## config.mk

```make
export PLATFORM = sky130hd
export DESIGN_NAME = router_output_arbiter
export DESIGN_NICKNAME = d
export VERILOG_FILES = /design/src/rtl/noc_defs.sv /design/src/rtl/rr_arbiter.sv /design/src/rtl/router_output_arbiter.sv
export SDC_FILE = /design/constraint.sdc
export NUM_CORES = 1
export LEC_CHECK = 0
export BUFFER_PORTS_ARGS = -buffer_cell sky130_fd_sc_hd__buf_2
export CAP_MARGIN = 20
export CORE_MARGIN = 3
export CORE_UTILIZATION = 53
export CTS_CLUSTER_SIZE = 40
export DETAILED_ROUTE_END_ITERATION = 7
export PLACE_DENSITY_LB_ADDON = 0.2
export SYNTH_ARGS = -nofsm -noshare
export SYNTH_HDL_FRONTEND = slang
export SYNTH_HIERARCHICAL = 1
export SYNTH_SLANG_ARGS = --single-unit
```

## constraint.sdc

```tcl
create_clock -name clk -period 4 [get_ports clk]
set_input_delay 0.2 -clock clk [delete_from_list [all_inputs] [get_ports clk]]
set_output_delay 0.2 -clock clk [all_outputs]
set_load 0.05 [all_outputs]
```

## src/rtl/noc_defs.sv

```systemverilog
// -----------------------------------------------------------------------------
// noc_defs
// Shared router definitions: default port count, port indices, tail-flag
// position helper, and the output-arbiter FSM state encoding.
// No ports (package).
// -----------------------------------------------------------------------------
package noc_defs;

    // Default number of input FIFOs competing for one output port.
    localparam int NUM_PORTS = 5;

    // Default flit width; the tail flag is always the flit MSB.
    localparam int DATA_WIDTH = 8;

    // Port indices of a 5-port mesh router.
    localparam int PORT_LOCAL = 0;
    localparam int PORT_NORTH = 1;
    localparam int PORT_EAST  = 2;
    localparam int PORT_SOUTH = 3;
    localparam int PORT_WEST  = 4;

    // Tail flag position for a given flit width.
    function automatic int tail_bit(input int dw);
        return dw - 1;
    endfunction

    localparam int TAIL_BIT = tail_bit(DATA_WIDTH);

    // Pointer width able to index n ports (at least one bit).
    function automatic int ptr_width(input int n);
        return (n > 1) ? $clog2(n) : 1;
    endfunction

    // Output arbiter FSM states.
    //   ST_IDLE : output free, searching for a new owner
    //   ST_ARM  : owner locked, waiting to issue a read
    //   ST_CAPT : read issued last cycle, capturing the FIFO's registered data
    typedef enum logic [1:0] {
        ST_IDLE = 2'd0,
        ST_ARM  = 2'd1,
        ST_CAPT = 2'd2
    } arb_state_e;

endpackage

```

## src/rtl/rr_arbiter.sv

```systemverilog
// -----------------------------------------------------------------------------
// rr_arbiter
// Combinational rotating-priority search. Returns the first requesting port
// after rr_ptr, wrapping modulo N, as a one-hot vector (all-zero when no
// request is present).
// Ports:
//   req    in  [N-1:0]      request vector
//   rr_ptr in  [PTR_W-1:0]  last port served; search starts at rr_ptr+1
//   gnt    out [N-1:0]      one-hot winner
// -----------------------------------------------------------------------------
module rr_arbiter
    import noc_defs::*;
#(
    parameter int N     = NUM_PORTS,
    parameter int PTR_W = ptr_width(N)
) (
    input  logic [N-1:0]     req,
    input  logic [PTR_W-1:0] rr_ptr,
    output logic [N-1:0]     gnt
);

    logic             found;
    logic [PTR_W-1:0] idx;
    int               pos;

    always_comb begin
        gnt   = '0;
        found = 1'b0;
        idx   = '0;
        pos   = 0;
        // Visit rr_ptr+1 .. rr_ptr+N; the last visit is rr_ptr itself, so
        // the previous owner only wins when nobody else is asking.
        for (int k = 1; k <= N; k++) begin
            pos = int'(rr_ptr) + k;
            if (pos >= N) begin
                pos = pos - N;
            end
            idx = PTR_W'(pos);
            if (!found && req[idx]) begin
                gnt[idx] = 1'b1;
                found    = 1'b1;
            end
        end
    end

endmodule

```

## src/rtl/router_output_arbiter.sv

```systemverilog
// -----------------------------------------------------------------------------
// router_output_arbiter
// Output-port arbiter of a wormhole router. Locks the output to one input
// FIFO for a whole packet (head to tail flit), reading one flit every two
// cycles and forwarding it downstream with a registered write strobe.
//
// Ports:
//   clk        in   clock, all state on rising edge
//   rst        in   synchronous active-high reset
//   en         in   global enable; low freezes state
//   req        in   [NUM_PORTS-1:0] head packet of FIFO i wants this output
//   fifo_empty in   [NUM_PORTS-1:0] empty flag of FIFO i
//   fifo_data  in   [NUM_PORTS*DATA_WIDTH-1:0] registered FIFO data, slice i
//   down_full  in   downstream buffer full
//   fifo_read  out  [NUM_PORTS-1:0] one-hot read strobe (combinational)
//   grant      out  [NUM_PORTS-1:0] registered one-hot owner, zero when free
//   Data_out   out  [DATA_WIDTH-1:0] registered flit to downstream
//   valid_out  out  one-cycle downstream write strobe
//   busy       out  output port currently owned
//
// Handshake: fifo_read in cycle t pops the FIFO; its registered data is valid
// in t+1 (CAPT), is registered here, and appears with valid_out in t+2.
// valid_out is a pure strobe: downstream has no back-pressure on a flit
// already in flight; down_full only stops new reads from being issued.
// -----------------------------------------------------------------------------
module router_output_arbiter
    import noc_defs::*;
#(
    parameter int DATA_WIDTH = noc_defs::DATA_WIDTH,
    parameter int NUM_PORTS  = noc_defs::NUM_PORTS
) (
    input  logic                            clk,
    input  logic                            rst,
    input  logic                            en,
    input  logic [NUM_PORTS-1:0]            req,
    input  logic [NUM_PORTS-1:0]            fifo_empty,
    input  logic [NUM_PORTS*DATA_WIDTH-1:0] fifo_data,
    input  logic                            down_full,
    output logic [NUM_PORTS-1:0]            fifo_read,
    output logic [NUM_PORTS-1:0]            grant,
    output logic [DATA_WIDTH-1:0]           Data_out,
    output logic                            valid_out,
    output logic                            busy
);

    localparam int PTR_W    = ptr_width(NUM_PORTS);
    localparam int TAIL_POS = tail_bit(DATA_WIDTH);

    arb_state_e             state_q, state_d;
    logic [NUM_PORTS-1:0]   grant_q, grant_d;
    logic [PTR_W-1:0]       rr_ptr_q, rr_ptr_d;
    logic [DATA_WIDTH-1:0]  data_out_q, data_out_d;
    logic                   valid_out_q, valid_out_d;

    logic [NUM_PORTS-1:0]   cand;
    logic [NUM_PORTS-1:0]   winner;
    logic                   owner_ready;
    logic [DATA_WIDTH-1:0]  cap_flit;
    logic [PTR_W-1:0]       owner_idx;

    // A port is only a candidate when it both routes here and has a flit.
    assign cand = req & ~fifo_empty;

    rr_arbiter #(
        .N     (NUM_PORTS),
        .PTR_W (PTR_W)
    ) u_rr_arbiter (
        .req    (cand),
        .rr_ptr (rr_ptr_q),
        .gnt    (winner)
    );

    // Owner's slice and index, selected by the one-hot grant (AND-OR mux).
    always_comb begin
        cap_flit  = '0;
        owner_idx = '0;
        for (int i = 0; i < NUM_PORTS; i++) begin
            if (grant_q[i]) begin
                cap_flit  = cap_flit | fifo_data[i*DATA_WIDTH +: DATA_WIDTH];
                owner_idx = PTR_W'(i);
            end
        end
    end

    assign owner_ready = |(grant_q & ~fifo_empty);

    always_comb begin
        state_d     = state_q;
        grant_d     = grant_q;
        rr_ptr_d    = rr_ptr_q;
        data_out_d  = data_out_q;
        valid_out_d = 1'b0;
        fifo_read   = '0;

        if (!rst && en) begin
            case (state_q)
                ST_IDLE: begin
                    if (|cand) begin
                        grant_d = winner;
                        state_d = ST_ARM;
                    end
                end
                ST_ARM: begin
                    // Lock is held while the owner is empty or downstream full;
                    // other ports are never considered here.
                    if (owner_ready && !down_full) begin
                        fifo_read = grant_q;
                        state_d   = ST_CAPT;
                    end
                end
                ST_CAPT: begin
                    data_out_d  = cap_flit;
                    valid_out_d = 1'b1;
                    if (cap_flit[TAIL_POS]) begin
                        state_d  = ST_IDLE;
                        grant_d  = '0;
                        rr_ptr_d = owner_idx;
                    end else begin
                        state_d = ST_ARM;
                    end
                end
                default: begin
                    state_d = ST_IDLE;
                    grant_d = '0;
                end
            endcase
        end
    end

    always_ff @(posedge clk) begin
        if (rst) begin
            state_q     <= ST_IDLE;
            grant_q     <= '0;
            rr_ptr_q    <= PTR_W'(NUM_PORTS - 1);
            data_out_q  <= '0;
            valid_out_q <= 1'b0;
        end else begin
            state_q     <= state_d;
            grant_q     <= grant_d;
            rr_ptr_q    <= rr_ptr_d;
            data_out_q  <= data_out_d;
            valid_out_q <= valid_out_d;
        end
    end

    assign grant     = grant_q;
    assign Data_out  = data_out_q;
    assign valid_out = valid_out_q;
    assign busy      = |grant_q;

endmodule

```

# [After elaboration in Yosys (flattened, before gate mapping)]
# Index checks and enable logic that the tools add are counted.
[word_totals] wordCells=128 inputBits=54 output_inout_bits=20 ff_bits=19
[classes] n_reduce_logical=26 n_eq_ne=5 muxes=54 n_addsub=10 bitwise=13 order_cmp=15
[ops] cell="2-to-1 mux 5 bit" count=10
[ops] cell="2-to-1 mux 8 bit" count=5
[ops] cell="bitwise OR 8 bit" count=4
[ops] cell="2-to-1 mux 3 bit" count=8
[ops] cell=">= comparator 4 x 3 -> 1 bit (second input constant)" count=5
[ops] cell="less-than comparator 3 x 4 -> 1 bit (second input constant)" count=5
[ops] cell="bitwise OR 5 bit" count=4
[ops] cell="2-to-1 mux 1 bit" count=17
[ops] cell="binary-select mux 1 bit (select 3 bit)" count=5
[ops] cell="demux 1 bit (select 3 bit)" count=5
[ops] cell=">= comparator 3 x 1 -> 1 bit (second input constant)" count=5
[ops] cell="one-hot mux 5 bit (3 select lines)" count=1
[ops] cell="OR reduction 5 bit" count=3
[ops] cell="subtractor 3 bit (second input constant)" count=5
[ops] cell="logical AND 1 bit" count=11
[ops] cell="AND 5 bit" count=2
[ops] cell="adder 3 x 2 -> 4 bit (second input constant)" count=2
[ops] cell="adder 3 x 3 -> 4 bit (second input constant)" count=2
[ops] cell="logical NOT 1 bit" count=6
[ops] cell="!= test 2 bit (second input constant)" count=3
[ops] cell="one-hot mux 2 bit (3 select lines)" count=1
[ops] cell="AND reduction 3 bit" count=2
[ops] cell="inverter 5 bit" count=1
[ops] cell="adder 3 x 1 -> 4 bit (second input constant)" count=1
[ops] cell="other kinds (8)" count=10

# [Longest topological paths before layout]
[depth] depth_word=20 ltp_mapped=15 mapped_depth_nobuf=14

# [By module]
# The synthesis kept the hierarchy.
[by_module_without_submodules] mod="rr_arbiter" area_per_inst_um2=1396.3 seq_area_each_um2=0.0 cells_per_inst=204 n_inst=1
[by_module_without_submodules] mod="router_output_arbiter" area_per_inst_um2=1074.8 seq_area_each_um2=380.4 cells_per_inst=126 n_inst=1

# [Worst setup path after synthesis]
# OpenSTA, ideal clock, no wires.
[synth_timing] kind="register -> register" startpoint="register rr_ptr_q[1]" endpoint="register grant_q[3] (netlist: grant[3])" setup_ns=0.072 required_ns=3.928 slack_ns=0.738 stages_incl_launch_ff=14 arrival_time_ns=3.190 path_cell_list="dfxtp_1 -> inv_1 -> ha_1 -> ha_1 -> buf_2 -> a221oi_2 -> mux2i_1 -> a211o_1 -> a21oi_2 -> or3b_1 -> or3b_1 -> o311ai_1 -> nand2_1 -> mux2i_1"
[synth_via] elab_chain_len=20
[synth_rtl] element="start: declaration" line="router_output_arbiter.sv:51" text="logic [PTR_W-1:0] rr_ptr_q, rr_ptr_d;"
[synth_rtl] element="start signal: assignment" line="router_output_arbiter.sv:134" text="rr_ptr_q <= PTR_W'(NUM_PORTS - 1);"
[synth_rtl] element="start signal: assignment" line="router_output_arbiter.sv:140" text="rr_ptr_q <= rr_ptr_d;"
[synth_rtl] element="branches (longest 17 deep; another with adder 3 x 1 -> 4 bit)"
[synth_rtl] element="2-to-1 mux 5 bit (*)" line="rr_arbiter.sv:39" text="if (!found && req[idx]) begin"
[synth_rtl] element="via winner[3]" line="router_output_arbiter.sv:56" text="logic [NUM_PORTS-1:0] winner;"
[synth_rtl] element="2-to-1 mux 5 bit (*)" line="router_output_arbiter.sv:98" text="if (|cand) begin"
[synth_rtl] element="one-hot mux 5 bit (3 select lines) (*)" line="router_output_arbiter.sv:96" text="case (state_q)"
[synth_rtl] element="end signal: assignment" line="router_output_arbiter.sv:139" text="grant_q <= grant_d;"
[synth_rtl] element="end: declaration" line="router_output_arbiter.sv:50" text="logic [NUM_PORTS-1:0] grant_q, grant_d;"
# Mark *: on every way through the listed nets, which the timed path passes. The select of a mux whose other input is x is not followed.
# A chain may end at the register's enable or synchronous reset.

# [Final worst setup path]
# Same ends and word-level chain as after synthesis.

==> impl_metrics.json <==
{
  "rsz0062_at_grt": "no",
  "grt_use_total": 0.2592,
  "max_stage_delay_ns": 0.53,
  "ys_ff_latch": 19,
  "coreArea_sq_mm": 0.004414,
  "final_max_slew_viol_count": 0,
  "grt_remaining_overflow": 0,
  "detailed_place_hpwl_microns": 5737,
  "synth_common_cells": "nand2_1 (32), a21oi_1 (21), dfxtp_1 (19)",
  "synth_top_area_frac": 0.1539,
  "layout_min_cycle_time_ns": 3.547,
  "synth_seq_area_share": 0.1539,
  "std_cell_rows": 24,
  "synth.most_common_cell": "nand2_1",
  "cap_violations": 0,
  "cts.sinks": 19,
  "synthTopCellsByArea": "dfxtp_1 (15%), mux2i_1 (5.7%), ha_1 (5.1%)",
  "portBuffers": 73,
  "peakVddDrop_v": 0.0002143,
  "setup.worst_path.class": "reg2reg",
  "worstMarginPinSlew_ns": 0.6990,
  "yosys.cell_types.count": 67,
  "cts_buffer_depth": 2,
  "fmax_mhz": 281.9,
  "drt_iter0_drc": 328,
  "fillerInstances": 398,
  "synthArstFlopShare": 0,
  "cp-end-kind": "register",
  "ant_nets": 0,
  "post_cts_resize_count": 0,
  "synth-edff-count": 0,
  "firstDrtPassIters": 5,
  "start_util": 0.5598,
  "crit_slowest_cell": "a221oi_2",
  "dp_cells": 442,
  "syn-num-nets": 395,
  "hold_ws_ns": 0.2077,
  "startpoint_type": "register",
  "boundaryPins": 74,
  "ctsHtreeMaxLevel": 1,
  "utilization": 0.6556,
  "yosysWarnings": 6,
  "crit_required_ns": 4.18,
  "post_drt_wl_per_cell_microns": 17.12,
  "fp.dieH_microns": 74.28,
  "grt_max_degree": 45,
  "hold_path_class": "in2reg",
  "gp_congestion": 0.9835,
  "drive_gt1_frac": 0.2817,
  "min_period_over_period": 0.8868,
  "final_cells": 446,
  "synth_top_area_cell": "dfxtp_1",
  "antennaDiodeCount": 0,
  "synth_top_flop_cell": "dfxtp_1",
  "skew_ns": 0.004262,
  "hold_buffers": 0,
  "root_buffer": "clkbuf_8",
  "syn2layout_area_growth_pct": 17.11,
  "die_w_microns": 74.28,
  "cts_buffers": 3,
  "grt_first_pass_wirelength_microns": 11270,
  "crit_arrival_ns": 3.73,
  "grt_pass1_vias": 2241,
  "tns_ns": 0,
  "relSlewSlack": 0.5313,
  "synthCells": 330,
  "p_per_area_mw_per_mm2": 151.7,
  "num_vias": 2857,
  "placed_area_sq_mm": 0.002849,
  "viasPerCell": 6.406,
  "setup_violations": 0,
  "status": "finished, final reports clean",
  "cp_max_fo": 10,
  "cts_setup_buffers": 0,
  "clkSlewWorstSetupHoldPaths_ns": 0.07,
  "final_cell_area_sq_mm": 0.002894,
  "worstSkewPairLatency_ns": 0.25,
  "route.detailed.drc": 0,
  "crit_family": "simple AND/OR/NAND/NOR gates",
  "avgSynthCellArea_sq_um": 7.488,
  "die-area_sq_mm": 0.005518,
  "routed_wl_microns": 7635,
  "path_cells": "inv_1, ha_1, ha_1, a221oi_2, mux2i_1, a211o_1, a21oi_2, or3b_1, or3b_1, o311ai_1, nand2_1, mux2i_1",
  "path_buf_inv": 1,
  "hold_viol_final": 0,
  "antenna_found_initial": 0,
  "final_nets": 460,
  "syn_area_sq_mm": 0.002471,
  "cts_tree": "yes",
  "leakage_nw": 1.227
}
## cells in the final DEF, fill, tap and decap left out, types with 2 or more instances in the layout
cell type  instances
a21o_1             4
nor3_1            13
a222oi_1           9
nor4_1             4
a211oi_1           4
nand4_1            4
o21ai_0           10
nor2b_1           14
buf_4              9
a31o_2             7
clkbuf_8           3
nor2_1            14
a211o_1            3
nand3_1            7
and2_1             6
inv_1             17
o221ai_1           2
a221oi_1           3
mux2i_1           14
and2b_1            3
buf_2             73
ha_1              10
o211ai_1           3
xnor2_1            2
a22oi_1            8
nor3b_1            3
dfxtp_1           19
a22o_1             2
nand3b_1           4
o21ai_1            6
a21oi_1           21
or3b_1             3
a31oi_1            6
o31a_1             4
nand2_1           32
inv_2              2
o211ai_2           2
nand2b_1          12
or2_2              2
a21oi_2            3
## routing by layer
| metal | routed length, microns | vias to the layer above | part of all wire | GRT usage |
|---|---|---|---|---|
| met5 | 0 | - | 0 | 0 |
| met3 | 684 | 10 | 0.090 | 0.05270 |
| met2 | 3396 | 143 | 0.44 | 0.3809 |
| met4 | 61 | 0 | 0.0080 | 0.01581 |
| li1 | - | 1368 | - | - |
| met1 | 3492 | 1336 | 0.46 | 0.4067 |
## area by class of cell
type | count | area (sq um) | area share
multi-input cells | 270 | 1899 | 0.6563
repair buffers | 82 | 432.9 | 0.1496
flip-flops and latches | 19 | 380.4 | 0.1314
inverters | 19 | 71.32 | 0.02464
well taps | 52 | 65.06 | 0.02248
clock buffers | 4 | 45.04 | 0.01556
## where the power goes
| group | leakage (nW) | internal [mW] | switching, mW |
|---|---|---|---|
| Clock | 0.0228 | 0.0707 | 0.0613 |
| Sequential | 0.154 | 0.192 | 0.00817 |
| Combinational | 1.05 | 0.0484 | 0.0586 |
| Total | 1.23 | 0.311 | 0.128 |
## per-stage QoR
step	worst slack [ns]	power [mW]
CTS	0.4998	0.4381
detailed placement	0.5300	0.3090
global route	0.1908	0.4614
finish	0.4528	0.4391
global placement	0.5973	0.3094
floorplan	0.7383	0.2656
## path summary, 6_finish.rpt
| kind | from | endpoint | slack, ns | depth (start not counted) |
|---|---|---|---|---|
| min | rst | state_q[1] | 0.21 | 2 |
| max | rr_ptr_q[1] | grant[3] | 0.45 | 12 |
| max reg2reg | rr_ptr_q[1] | grant[3] | 0.45 | 12 |
| min reg2reg | Data_out[7] | Data_out[7] | 0.46 | 2 |
## sequential cells by signal, summed over array words and instances, names as in the netlist
signal     flops
grant          5
state_q        2
Data_out       8
valid_out      1
rr_ptr_q       3
## cells by family after synthesis
| logic type | Yosys count | share of synthesized area |
|---|---|---|
| xor+xnor | 2 | 0.007090 |
| buf+inv | 41 | 0.07747 |
| mux | 14 | 0.05671 |
| flops | 19 | 0.1539 |
| compound gates | 112 | 0.3534 |
| fa+ha+maj | 11 | 0.05873 |
| simple gates | 131 | 0.2927 |
Power figures use the tool's default switching activity.
